===== src/rtl/div_unit.sv =====
// Multicycle signed divider: restoring division, one quotient bit per cycle,
// quotient truncated toward zero, fixed WIDTH+1 cycle start-to-ready latency.
module div_unit #(
    parameter int WIDTH = 32,
    parameter int CNT_W = 6
) (
    input  logic             clock,
    input  logic             reset_n,
    input  logic             ctrl_div,
    input  logic [WIDTH-1:0] data_operandA,
    input  logic [WIDTH-1:0] data_operandB,
    output logic [WIDTH-1:0] data_result,
    output logic             data_exception,
    output logic             data_resultRDY,
    output logic [1:0]       o_dbg_state
);

    typedef enum logic [1:0] {
        S_IDLE = 2'd0,
        S_RUN  = 2'd1,
        S_DONE = 2'd2
    } state_t;

    localparam logic [WIDTH-1:0] MIN_VAL = {1'b1, {(WIDTH-1){1'b0}}};
    localparam logic [CNT_W-1:0] LAST    = CNT_W'(WIDTH - 1);

    state_t           r_state;
    state_t           w_next;
    logic [CNT_W-1:0] r_count;
    logic [WIDTH-1:0] r_q;
    logic [WIDTH-1:0] r_rem;
    logic [WIDTH-1:0] r_div;
    logic             r_sign;
    logic             r_zero;
    logic             r_ovf;

    logic [WIDTH-1:0] w_abs_a;
    logic [WIDTH-1:0] w_abs_b;
    logic [WIDTH:0]   w_rem_shift;
    logic [WIDTH:0]   w_diff;

    // Magnitudes of the most negative value wrap to 2^(W-1), which is the
    // correct unsigned magnitude.
    assign w_abs_a = data_operandA[WIDTH-1] ? -data_operandA : data_operandA;
    assign w_abs_b = data_operandB[WIDTH-1] ? -data_operandB : data_operandB;

    // One extra bit keeps the compare exact when the divisor is 2^(W-1);
    // w_diff[WIDTH] set means the trial subtraction borrowed.
    assign w_rem_shift = {r_rem, r_q[WIDTH-1]};
    assign w_diff      = w_rem_shift - {1'b0, r_div};

    assign o_dbg_state = r_state;

    always_ff @(posedge clock or negedge reset_n) begin
        if (!reset_n) begin
            r_state <= S_IDLE;
        end else begin
            r_state <= w_next;
        end
    end

    always_comb begin
        w_next = r_state;
        case (r_state)
            S_IDLE:  w_next = S_IDLE;
            S_RUN:   if (r_count == LAST) w_next = S_DONE;
            S_DONE:  w_next = S_IDLE;
            default: w_next = S_IDLE;
        endcase
        // A start pulse restarts from any state.
        if (ctrl_div) w_next = S_RUN;
    end

    always_ff @(posedge clock or negedge reset_n) begin
        if (!reset_n) begin
            r_count        <= '0;
            r_q            <= '0;
            r_rem          <= '0;
            r_div          <= '0;
            r_sign         <= 1'b0;
            r_zero         <= 1'b0;
            r_ovf          <= 1'b0;
            data_result    <= '0;
            data_exception <= 1'b0;
            data_resultRDY <= 1'b0;
        end else begin
            data_resultRDY <= 1'b0;
            if (ctrl_div) begin
                r_q     <= w_abs_a;
                r_div   <= w_abs_b;
                r_rem   <= '0;
                r_count <= '0;
                r_sign  <= data_operandA[WIDTH-1] ^ data_operandB[WIDTH-1];
                r_zero  <= (data_operandB == '0);
                r_ovf   <= (data_operandA == MIN_VAL) && (data_operandB == '1);
            end else if (r_state == S_RUN) begin
                r_rem   <= w_diff[WIDTH] ? w_rem_shift[WIDTH-1:0] : w_diff[WIDTH-1:0];
                r_q     <= {r_q[WIDTH-2:0], ~w_diff[WIDTH]};
                r_count <= r_count + 1'b1;
            end else if (r_state == S_DONE) begin
                data_resultRDY <= 1'b1;
                if (r_zero) begin
                    data_result    <= '0;
                    data_exception <= 1'b1;
                end else if (r_ovf) begin
                    data_result    <= MIN_VAL;
                    data_exception <= 1'b1;
                end else begin
                    data_result    <= r_sign ? -r_q : r_q;
                    data_exception <= 1'b0;
                end
            end
        end
    end

endmodule


===== config.mk =====
export PLATFORM = sky130hd
export DESIGN_NAME = div_unit
export DESIGN_NICKNAME = d
export VERILOG_FILES = /design/src/rtl/div_unit.sv
export SDC_FILE = /design/constraint.sdc
export NUM_CORES = 1
export LEC_CHECK = 0
export BUFFER_PORTS_ARGS = -buffer_cell sky130_fd_sc_hd__buf_2
export CORE_ASPECT_RATIO = 1.75
export CORE_MARGIN = 10
export CORE_UTILIZATION = 65
export DETAILED_ROUTE_END_ITERATION = 10
export PLACE_DENSITY = 0.87
export SKIP_CTS_REPAIR_TIMING = 1
export SYNTH_ARGS = -nofsm -noshare
export SYNTH_HDL_FRONTEND = slang
export SYNTH_SLANG_ARGS = --single-unit

===== constraint.sdc =====
create_clock -name clock -period 6.6 [get_ports clock]
set_input_delay 1.32 -clock clock [delete_from_list [all_inputs] [get_ports clock]]
set_output_delay 1.32 -clock clock [all_outputs]
set_load 0.02 [all_outputs]

==> impl_metrics.yaml <==
clock_tree:
  cts_root_buffer: "clkbuf_16"
  htreeDepth: 4
  cts_tree: "yes"
  clockBufferDepth: 2
  cts.sinks: 141
  worstSkewPairLatency_ns: 0.43
  clkTransAtPathRegs_ns: 0.07
  cts_made_buffers: 17
power:
  p_leak_uw: 0.00523
  power.total_uw: 3210
  powerDensity_nw_per_um2: 302
  p_seq_share_pct: 35.0
  swShare_pct: 37.2
  p_switching_uw: 1200
  ir_worst_vdd_uv: 216
  p_int_uw: 2020
  clkPwrFrac_pct: 29.7
  p_comb_share_pct: 35.3
final_layout:
  final_common_cell: "dfrtp_1"
  design_area_sq_um: 10600
  diodes: 0
  nFillCells: 1042
  drive_gt1_share_pct: 13.9
  seq_area_sq_um: 3530
  mostFrequentLayoutCells: "141 x dfrtp_1, 109 x nand2_1, 100 x buf_2"
  area_delta_synth_final_pct: 12.4
  nets: 1244
  multiInputGateArea_sq_um: 5560
critical_path:
  cp_num_buf_inv: 3
  worst_path_largest_cell_delay_ns: 0.61
  ff2ff_path_depth: 15
  critPathMaxFanout: 21
  arrival_ns: 4.69
  crit_cells: 15
  path_cells: "inv_1, ha_1, inv_1, fa_1, a211oi_1, o21ai_0, o2111ai_1, nand3_1, nand3_1, nand3_1, a311oi_1, xnor2_4, buf_4, nor3_1, a2111oi_0"
  required_ns: 6.89
  startpoint_type: "flop"
  crit_family: "compound AO/OA/AOI/OAI gates"
  path_class: "reg -> reg"
  crit_slowest_cell: "a311oi_1"
  cp_common_cell: "nand3_1"
  endpoint_kind: "flop"
global_routing:
  gr-usage-all-layers_pct: 23.8
  overflow: 0
  grt_pass1_vias: 8521
  grt_first_pass_wirelength_mm: 40.2
  grt_max_degree: 95
  antenna_found_initial: 0
sta:
  finalSetupTns_ns: 0
  slew_violations: 0
  slew_headroom_pct: 30.5
  period_needed_ns: 4.39
  max_freq_ghz: 0.228
  finalCritPeriodShare_pct: 66.5
  hold_viol: 0
  rsz0062_at_grt: "false"
  holdWs_ns: 0.472
  setup_viol: 0
  worstMarginPinSlew_ns: 1.04
  skew_ns: 0.00927
synthesis:
  synth-seq-area-share_pct: 37.3
  ys_types: 64
  synth_ff_type: "dfrtp_1"
  syn_inst: 1067
  synth-edff-count: 0
  ys_seq_elements: 141
  avgSynthCellArea_sq_um: 8.86
  syn_nets: 1172
  async_flop_share_pct: 100
  synth_area_sq_um: 9460
  ys_warn_count: 0
die:
  start_util_pct: 66.1
  die_x_um: 111
  core_region_area_sq_um: 14300
  chipHeight_um: 180
  rows: 58
  ios: 103
  dieArea_sq_um: 20000
detailed_routing:
  detail_route.vias_per_cell: 6.20
  routedWlPerCell_um: 18.0
  drc: 0
  first_iter_violations: 546
  vias: 8265
  dr.pass1.iters: 5
  drtAntennaViolNets: 0
  wl_mm: 24.0
place:
  dpl_cell_area_sq_um: 10100
  port_buffers: 102
  dp_hpwl_mm: 17.4
  gp_congestion: 0.935
flow_run:
  maxCapViolCount: 0
hold_path:
  min_path_type: "reg -> reg"
  hold_depth: 2
outcome:
  status: "complete, no violations"
-- Yosys cell counts, types with 5 or more instances --
library cell    n  area, sq um
nand2b_1        6         37.5
and4_1          5         43.8
o41ai_1         9         78.8
ha_1           37          463
dfrtp_1       141         3530
mux2i_1        59          591
or4_1          13         97.6
nand3_1        11         55.1
o211ai_1        5         37.5
xor2_1         71          622
a211oi_1       33          248
or3_1          12         75.1
inv_1          47          176
nor2_1         92          345
a21oi_1        62          310
xnor2_1        50          438
a21o_1         19          143
nand2_1       109          409
nor3_1         10         50.1
o31ai_1        26          195
nor4_1          7         43.8
nor2b_1         5         31.3
clkbuf_1       46          173
nand4_1        16          100
o21ai_0        96          480
and2_1          5         31.3
buf_1           5         18.8
-- cell families after synthesis --
family	Yosys count	synth area share (%)
AND/OR/NAND/NOR	312	15.9
flip-flops	141	37.3
adder cells (fa/ha/maj)	38	5.11
AO/OA/AOI/OAI	292	19.8
multiplexers	61	6.48
XOR/XNOR	122	11.4
buffers and inverters	101	4.05
-- per-layer routing --
| layer | part of all wire (%) | up-vias | GRT usage [%] |
|---|---|---|---|
| met5 | 0 | - | 0 |
| met1 | 37 | 3969 | 23.8 |
| met4 | 4.0 | 0 | 11.7 |
| met2 | 55 | 254 | 45.4 |
| met3 | 4.2 | 69 | 4.00 |
| li1 | - | 3973 | - |
-- power by group through the flow --
stage | logic (uW) | registers [uW] | clock network, uW
2_1_floorplan | 865 | 1090 | 0
3_3_place_gp | 1060 | 1130 | 0
3_5_place_dp | 1100 | 1130 | 0
4_1_cts | 1120 | 1120 | 960
5_1_grt | 1250 | 1140 | 1000
6_report | 1130 | 1120 | 955
-- final timing paths --
check / start / to / slack, ns
min in group asynchronous: reset_n / r_div[8]$_DFFE_PN0P_ / 0.94
worst max register to register: r_q[31]$_DFFE_PN0N_ / r_rem[17]$_DFFE_PN0N_ / 2.21
worst min register to register: data_result[24]$_DFFE_PN0P_ / data_result[24]$_DFFE_PN0P_ / 0.47
worst max-delay path: r_q[31]$_DFFE_PN0N_ / r_rem[17]$_DFFE_PN0N_ / 2.21
max in group asynchronous: reset_n / r_rem[30]$_DFFE_PN0N_ / 4.45
worst min-delay path: data_result[24]$_DFFE_PN0P_ / data_result[24]$_DFFE_PN0P_ / 0.47
-- layout make-up --
cell class,count,area share [%]
multi-input cells,825,52.3
clock inverters,14,1.41
clock buffers,18,4.04
well taps,180,2.12
flip-flops and latches,141,33.2
repair buffers,107,5.24
inverters,47,1.66
-- sequential cells by signal, summed over array words and instances (netlist names) --
signal	count
data_result	32
r_div	32
r_q	32
r_rem	32
r_count	6
o_dbg_state	2
data_exception	1
data_resultRDY	1
r_ovf	1
r_sign	1
r_zero	1
-- tightest hold or removal path: stages (launching register included) --
cell     delay [ns]
dfrtp_1        0.34
nand2_1        0.04
o21ai_0        0.06
-- through the flow --
stage	utilization, %	std cells	worst slack, ns
floorplan	-	1067	2.68
global placement	70.3	1300	2.27
detailed placement	70.3	1300	2.19
CTS	74.4	1332	2.22
global route	74.4	1332	1.81
finish	74.4	1332	2.21
Power figures use the tool's default switching activity.
